--- config.mk ---
export PLATFORM = sky130hd
export DESIGN_NAME = run_trace_sequencer_flat
export DESIGN_NICKNAME = d
export VERILOG_FILES = /design/src/rtl/run_trace_sequencer_if.sv /design/src/rtl/run_trace_sequencer.sv /design/src/flat_wrapper.sv
export SDC_FILE = /design/constraint.sdc
export NUM_CORES = 1
export LEC_CHECK = 0
export CAP_MARGIN = 0
export CELL_PAD_IN_SITES_DETAIL_PLACEMENT = 0
export CELL_PAD_IN_SITES_GLOBAL_PLACEMENT = 1
export CORE_MARGIN = 2
export CORE_UTILIZATION = 57
export CTS_BUF_LIST = sky130_fd_sc_hd__clkbuf_4 sky130_fd_sc_hd__clkbuf_8
export DETAILED_ROUTE_END_ITERATION = 12
export GPL_ROUTABILITY_DRIVEN = 0
export PLACE_DENSITY = 0.85
export SYNTH_ARGS = -nofsm -noshare
export SYNTH_HDL_FRONTEND = slang
export SYNTH_SLANG_ARGS = --single-unit
--- constraint.sdc ---
create_clock -name clock -period 10 [get_ports clock]
set_clock_uncertainty 0.15 [all_clocks]
set_input_delay 3 -clock clock [delete_from_list [all_inputs] [get_ports clock]]
set_output_delay 3 -clock clock [all_outputs]
set_load 0.02 [all_outputs]
--- src/rtl/run_trace_sequencer_if.sv ---
// Handshake and trace bundle between the run controller and its host.
interface run_trace_sequencer_if #(
   parameter int DATA_W = 16,
   parameter int DEPTH  = 16
) ();
   logic                       start;
   logic [DATA_W-1:0]          bus;
   logic                       core_resetn;
   logic                       running;
   logic                       done;
   logic                       timeout;
   logic [31:0]                cycle_count;
   logic                       rd_en;
   logic [DATA_W-1:0]          rd_data;
   logic                       rd_valid;
   logic [$clog2(DEPTH+1)-1:0] trace_count;
   logic                       overflow;

   modport master (
      output start, bus, rd_en,
      input  core_resetn, running, done, timeout, cycle_count,
      input  rd_data, rd_valid, trace_count, overflow
   );

   modport slave (
      input  start, bus, rd_en,
      output core_resetn, running, done, timeout, cycle_count,
      output rd_data, rd_valid, trace_count, overflow
   );
endinterface

--- src/rtl/run_trace_sequencer.sv ---
// Core run controller: pulses core reset, runs until halt word or timeout, traces bus into a FIFO.
// Read latency 1 cycle; no backpressure on the bus side, captures into a full FIFO are dropped and flagged.
module run_trace_sequencer #(
   parameter int                DATA_W       = 16,
   parameter int                DEPTH        = 16,
   parameter int                RST_CYCLES   = 2,
   parameter int                TIMEOUT      = 64,
   parameter logic [DATA_W-1:0] HALT_WORD    = 16'hFFFF,
   parameter int                HALT_HOLD    = 2,
   parameter int                CAPTURE_MODE = 1
) (
   input logic                 clock,
   input logic                 resetn,
   run_trace_sequencer_if.slave io
);
   localparam int PTR_W = $clog2(DEPTH);
   localparam int CNT_W = $clog2(DEPTH+1);
   localparam int RC_W  = $clog2(RST_CYCLES+1);
   localparam int HC_W  = $clog2(HALT_HOLD+1);
   localparam logic [CNT_W-1:0] DEPTH_C = CNT_W'(DEPTH);

   typedef enum logic [2:0] {S_IDLE, S_RST_CORE, S_RUN, S_DONE, S_TIMEOUT} state_e;

   state_e            state_q, state_d;
   logic [RC_W-1:0]   rst_cnt_q, rst_cnt_d;
   logic [31:0]       cycle_q, cycle_d;
   logic [HC_W-1:0]   halt_q, halt_d;
   logic              first_q, first_d;
   logic [DATA_W-1:0] last_q, last_d;
   logic              clear, push;

   logic [DATA_W-1:0] mem_q [DEPTH];
   logic [PTR_W-1:0]  wr_ptr_q, rd_ptr_q;
   logic [CNT_W-1:0]  count_q, count_d;
   logic [DATA_W-1:0] rd_data_q;
   logic              rd_valid_q, overflow_q;
   logic              pop, full, wr_ok, drop;

   always_comb begin
      state_d   = state_q;
      rst_cnt_d = rst_cnt_q;
      cycle_d   = cycle_q;
      halt_d    = halt_q;
      first_d   = first_q;
      last_d    = last_q;
      clear     = 1'b0;
      push      = 1'b0;
      case (state_q)
         S_IDLE, S_DONE, S_TIMEOUT: begin
            if (io.start) begin
               state_d   = S_RST_CORE;
               rst_cnt_d = '0;
               cycle_d   = '0;
               halt_d    = '0;
               first_d   = 1'b1;
               clear     = 1'b1;
            end
         end
         S_RST_CORE: begin
            if (rst_cnt_q == RC_W'(RST_CYCLES-1)) state_d = S_RUN;
            else                                   rst_cnt_d = rst_cnt_q + 1'b1;
         end
         S_RUN: begin
            cycle_d = (cycle_q == 32'hFFFF_FFFF) ? cycle_q : cycle_q + 32'd1;
            halt_d  = (io.bus == HALT_WORD) ? halt_q + 1'b1 : '0;
            push    = (CAPTURE_MODE == 0) || first_q || (io.bus != last_q);
            first_d = 1'b0;
            if (push) last_d = io.bus;
            // Halt is checked first so it wins over a coincident timeout.
            if (halt_d >= HC_W'(HALT_HOLD))  state_d = S_DONE;
            else if (cycle_d >= 32'(TIMEOUT)) state_d = S_TIMEOUT;
         end
         default: state_d = S_IDLE;
      endcase
   end

   always_comb begin
      full    = (count_q == DEPTH_C);
      pop     = io.rd_en && (count_q != '0) && !clear;
      wr_ok   = push && (!full || pop);
      drop    = push && !wr_ok;
      count_d = clear ? '0 : count_q + CNT_W'(wr_ok) - CNT_W'(pop);
   end

   always_ff @(posedge clock or posedge resetn) begin
      if (resetn) begin
         state_q    <= S_IDLE;
         rst_cnt_q  <= '0;
         cycle_q    <= '0;
         halt_q     <= '0;
         first_q    <= 1'b0;
         last_q     <= '0;
         wr_ptr_q   <= '0;
         rd_ptr_q   <= '0;
         count_q    <= '0;
         rd_data_q  <= '0;
         rd_valid_q <= 1'b0;
         overflow_q <= 1'b0;
      end else begin
         state_q    <= state_d;
         rst_cnt_q  <= rst_cnt_d;
         cycle_q    <= cycle_d;
         halt_q     <= halt_d;
         first_q    <= first_d;
         last_q     <= last_d;
         count_q    <= count_d;
         rd_valid_q <= pop;
         if (pop) rd_data_q <= mem_q[rd_ptr_q];
         if (clear) begin
            wr_ptr_q   <= '0;
            rd_ptr_q   <= '0;
            overflow_q <= 1'b0;
         end else begin
            if (wr_ok) wr_ptr_q <= wr_ptr_q + 1'b1;
            if (pop)   rd_ptr_q <= rd_ptr_q + 1'b1;
            if (drop)  overflow_q <= 1'b1;
         end
      end
   end

   // When full, push and pop hit the same slot; the read sees the old word.
   always_ff @(posedge clock) begin
      if (wr_ok) mem_q[wr_ptr_q] <= io.bus;
   end

   assign io.core_resetn = (state_q != S_RUN);
   assign io.running     = (state_q == S_RUN);
   assign io.done        = (state_q == S_DONE);
   assign io.timeout     = (state_q == S_TIMEOUT);
   assign io.cycle_count = cycle_q;
   assign io.rd_data     = rd_data_q;
   assign io.rd_valid    = rd_valid_q;
   assign io.trace_count = count_q;
   assign io.overflow    = overflow_q;
endmodule

--- src/flat_wrapper.sv ---
// flat-port wrapper written by rule: the top's interface ports become plain ports
module run_trace_sequencer_flat 
#(
   parameter int                DATA_W       = 16,
   parameter int                DEPTH        = 16,
   parameter int                RST_CYCLES   = 2,
   parameter int                TIMEOUT      = 64,
   parameter logic [DATA_W-1:0] HALT_WORD    = 16'hFFFF,
   parameter int                HALT_HOLD    = 2,
   parameter int                CAPTURE_MODE = 1
)
  (clock, resetn, io_start, io_bus, io_rd_en, io_core_resetn, io_running, io_done, io_timeout, io_cycle_count, io_rd_data, io_rd_valid, io_trace_count, io_overflow);
  run_trace_sequencer_if #(.DATA_W(DATA_W), .DEPTH(DEPTH)) io_i ();
  input logic clock;
  input logic resetn;
  input wire logic [$bits(io_i.start)-1:0] io_start;
  input wire logic [$bits(io_i.bus)-1:0] io_bus;
  input wire logic [$bits(io_i.rd_en)-1:0] io_rd_en;
  output wire logic [$bits(io_i.core_resetn)-1:0] io_core_resetn;
  output wire logic [$bits(io_i.running)-1:0] io_running;
  output wire logic [$bits(io_i.done)-1:0] io_done;
  output wire logic [$bits(io_i.timeout)-1:0] io_timeout;
  output wire logic [$bits(io_i.cycle_count)-1:0] io_cycle_count;
  output wire logic [$bits(io_i.rd_data)-1:0] io_rd_data;
  output wire logic [$bits(io_i.rd_valid)-1:0] io_rd_valid;
  output wire logic [$bits(io_i.trace_count)-1:0] io_trace_count;
  output wire logic [$bits(io_i.overflow)-1:0] io_overflow;
  assign io_i.start = io_start;
  assign io_i.bus = io_bus;
  assign io_i.rd_en = io_rd_en;
  assign io_core_resetn = io_i.core_resetn;
  assign io_running = io_i.running;
  assign io_done = io_i.done;
  assign io_timeout = io_i.timeout;
  assign io_cycle_count = io_i.cycle_count;
  assign io_rd_data = io_i.rd_data;
  assign io_rd_valid = io_i.rd_valid;
  assign io_trace_count = io_i.trace_count;
  assign io_overflow = io_i.overflow;
  run_trace_sequencer #(.DATA_W(DATA_W), .DEPTH(DEPTH), .RST_CYCLES(RST_CYCLES), .TIMEOUT(TIMEOUT), .HALT_WORD(HALT_WORD), .HALT_HOLD(HALT_HOLD), .CAPTURE_MODE(CAPTURE_MODE)) u_core (.clock(clock), .resetn(resetn), .io(io_i));
endmodule
==> impl_metrics.py <==
metrics = {
    "outcome": {
        "status": "finished clean",
    },
    "floorplan": {
        "num_rows": 59,
        "fp.dieH_um": 165,
        "core-area_um2": 25800,
        "io_pins": 79,
        "dieArea_um2": 27300,
        "die_x_um": 165,
        "start_util_pct": 57.5,
    },
    "synth": {
        "yosys.area_share.simple_pct": 8.77,
        "synth_largest_area_cell": "edfxtp_1",
        "yosysWarnings": 0,
        "synth_edf_count": 256,
        "syn_inst": 926,
        "synth-seq-area-share_pct": 66.6,
        "synth_adder_area_share_pct": 1.23,
        "synth_area_leaders": "edfxtp_1 (52%), dfrtp_1 (15%), mux4_2 (12%), nand2_1 (1.9%), mux2_2 (1.7%)",
        "synth_top_family_by_area": "multiplexers",
        "syn_avg_cell_area_um2": 16.0,
        "synth_flop_cell": "edfxtp_1",
        "synth-xor-area-share_pct": 2.19,
        "synth.most_common_cell": "edfxtp_1",
        "synthArstFlopShare_pct": 25.4,
        "synth_compound_area_share_pct": 5.03,
        "synth_top_cell_area_share_pct": 51.9,
        "synth_seq_cells": 343,
        "synth_fp_nets": 960,
        "yosys-mux-area-fraction_pct": 14.2,
        "netlist_area_um2": 14800,
        "synth.distinct_cells": 66,
        "ys_top_cells_by_count": "edfxtp_1 (256), dfrtp_1 (87), mux4_2 (80)",
    },
    "grt": {
        "grt_pass1_vias": 8643,
        "antenna_found_initial": 0,
        "grt_pass1_wl_um": 50200,
        "grt_max_degree": 68,
        "grt_usage_pct": 24.8,
        "overflow": 0,
    },
    "routing": {
        "drt_iter0_drc": 741,
        "wire_per_inst_um": 22.9,
        "drtAntennaViolNets": 0,
        "vias": 8583,
        "drc_errors": 0,
        "via_per_inst": 6.07,
        "drt-total-wl_um": 32300,
        "drt_pre_antenna_iters": 5,
    },
    "timing": {
        "hold_viol": 0,
        "tns_ps": 0,
        "fin_crit_ps": 6440,
        "slew_violations": 0,
        "tightest_slew_ps": 1240,
        "setup_viol": 0,
        "slew_headroom_pct": 17.4,
        "finalCritPeriodShare_pct": 64.4,
        "rsz0062_at_grt": "no",
        "fmax_mhz": 155,
    },
    "worst_setup_path": {
        "crit_buf_inv": 1,
        "crit_type": "input pin to register",
        "crit_fanout": 19,
        "critPathTopFamily": "simple AND/OR/NAND/NOR gates",
        "required_ps": 10040,
        "arrival_ps": 6480,
        "path_cells": "clkdlybuf4s50_1 -> o21a_1 -> nor2_2 -> o21a_1 -> nor3b_1 -> and2_1",
        "end_kind": "register",
        "cpPeakStageDelay_ps": 1030,
        "slowest_stage": "nor2_2",
        "startpoint_type": "input pin",
        "critPathMostFrequentCell": "o21a_1",
    },
    "clocking": {
        "cts_resized": 0,
        "clk_path_buf_depth": 3,
        "root_buffer": "clkbuf_8",
        "htreeDepth": 2,
        "cts_tree": "yes",
        "post_cts_buffers": 0,
        "cts.clk_slew.worst_paths_ps": 60,
        "cts_buffers": 53,
        "clock_latency_ps": 580,
        "cts_sinks": 343,
        "cts_hold_buf": 0,
    },
    "cells_and_area": {
        "instances_no_fill": 1414,
        "layout-drive-gt1-share_pct": 23.3,
        "area_growth_pct": 15.5,
        "n_antenna_cell": 0,
        "multi_input_area_um2": 4680,
        "nFillCells": 1758,
        "register_area_um2": 9870,
        "final_nets": 1068,
    },
    "hold_path": {
        "hp-class": "register to register",
    },
    "power_and_ir_drop": {
        "power_density_nw_per_um2": 242,
        "ir_drop_v": 0.000155,
        "power_leakage_nw": 5.98,
    },
    "flow_run": {
        "max_cap_violations": 0,
    },
    "placement": {
        "hpwlAfterDp_um": 20700,
        "port_buffers": 78,
        "dp.cells": 1314,
    },
}
[layer usage]
metal / vias to the layer above / share of wire [%] / GRT usage, %
met1: 4308 / 40 / 33.6
li1: 3858 / - / -
met2: 356 / 51 / 42.2
met5: - / 0 / 0
met3: 61 / 6.2 / 3.62
met4: 0 / 2.6 / 7.59
[where the power goes]
| group | internal (mW) | leakage (nW) | switching [mW] |
|---|---|---|---|
| clock | 0.672 | 0.590 | 0.523 |
| sequential | 1.66 | 3.42 | 0.112 |
| combinational | 0.586 | 1.97 | 0.576 |
| total | 2.92 | 5.98 | 1.21 |
[cells by family (layout without fill, tap and decap cells)]
logic type | Yosys count | count (layout)
AND/OR/NAND/NOR | 242 | 242
adder cells (fa/ha/maj) | 14 | 14
flip-flops | 343 | 343
XOR/XNOR | 37 | 37
multiplexers | 107 | 107
buffers and inverters | 66 | 219
AO/OA/AOI/OAI | 117 | 117
[through the flow]
stage / hold WS [ps] / area [µm²] / setup WS [ps] / utilization (%) / total power, mW
2_1_floorplan: 298 / 14800 / 4150 / - / 2.60
3_3_place_gp: 315 / 16000 / 2760 / 62.0 / 2.97
3_5_place_dp: 317 / 16000 / 2650 / 62.0 / 2.99
4_1_cts: 335 / 17100 / 3280 / 66.4 / 4.18
5_1_grt: 371 / 17100 / 3260 / 66.4 / 4.34
6_report: 334 / 17100 / 3560 / 66.4 / 4.13
[tightest hold or removal path, cell delays in order, from the launching register on]
cell     delay [ps]
dfrtp_1         350
nand2_1          50
nand2_1          60
[registers in the layout, summed over array words and instances (netlist names)]
register,cells
u_core.io.rd_valid,1
u_core.io.cycle_count,32
u_core.wr_ptr_q,4
u_core.io.trace_count,5
u_core.io.overflow,1
u_core.halt_q,2
u_core.rd_ptr_q,4
u_core.mem_q,256
u_core.state_q,3
u_core.rst_cnt_q,2
u_core.io.rd_data,16
u_core.first_q,1
u_core.last_q,16
[placed cells by master (no fill, tap or decap), types with 24 or more instances in the layout]
master	n
clkbuf_8	58
clkdlybuf4s50_1	78
dfrtp_1	85
edfxtp_1	256
mux4_2	80
nand2_1	76
nand3_1	27
nor2_1	39
o21ai_0	41
xnor2_1	24
[worst paths after layout]
| path | slack [ps] | to | cells past startpoint | start |
|---|---|---|---|---|
| max | 3560 | u_core.mem_q[0][13] | 6 | io_start |
| min | 330 | u_core.first_q | 2 | u_core.first_q |
| max reg2reg | 5710 | u_core.mem_q[0][13] | 7 | u_core.state_q[2] |
| min reg2reg | 330 | u_core.first_q | 2 | u_core.first_q |
| max in group asynchronous | 5910 | u_core.last_q[4] | 3 | resetn |
| min in group asynchronous | 2640 | u_core.io.trace_count[3] | 2 | resetn |
[cell type report]
class,instances,area share [%]
Sequential cell,343,57.7
Multi-Input combinational cell,517,27.3
Clock buffer,80,5.63
Timing Repair Buffer,101,5.57
Tap cell,335,2.45
Clock inverter,20,0.914
Inverter,18,0.410
(Power assumes the default switching activity.)
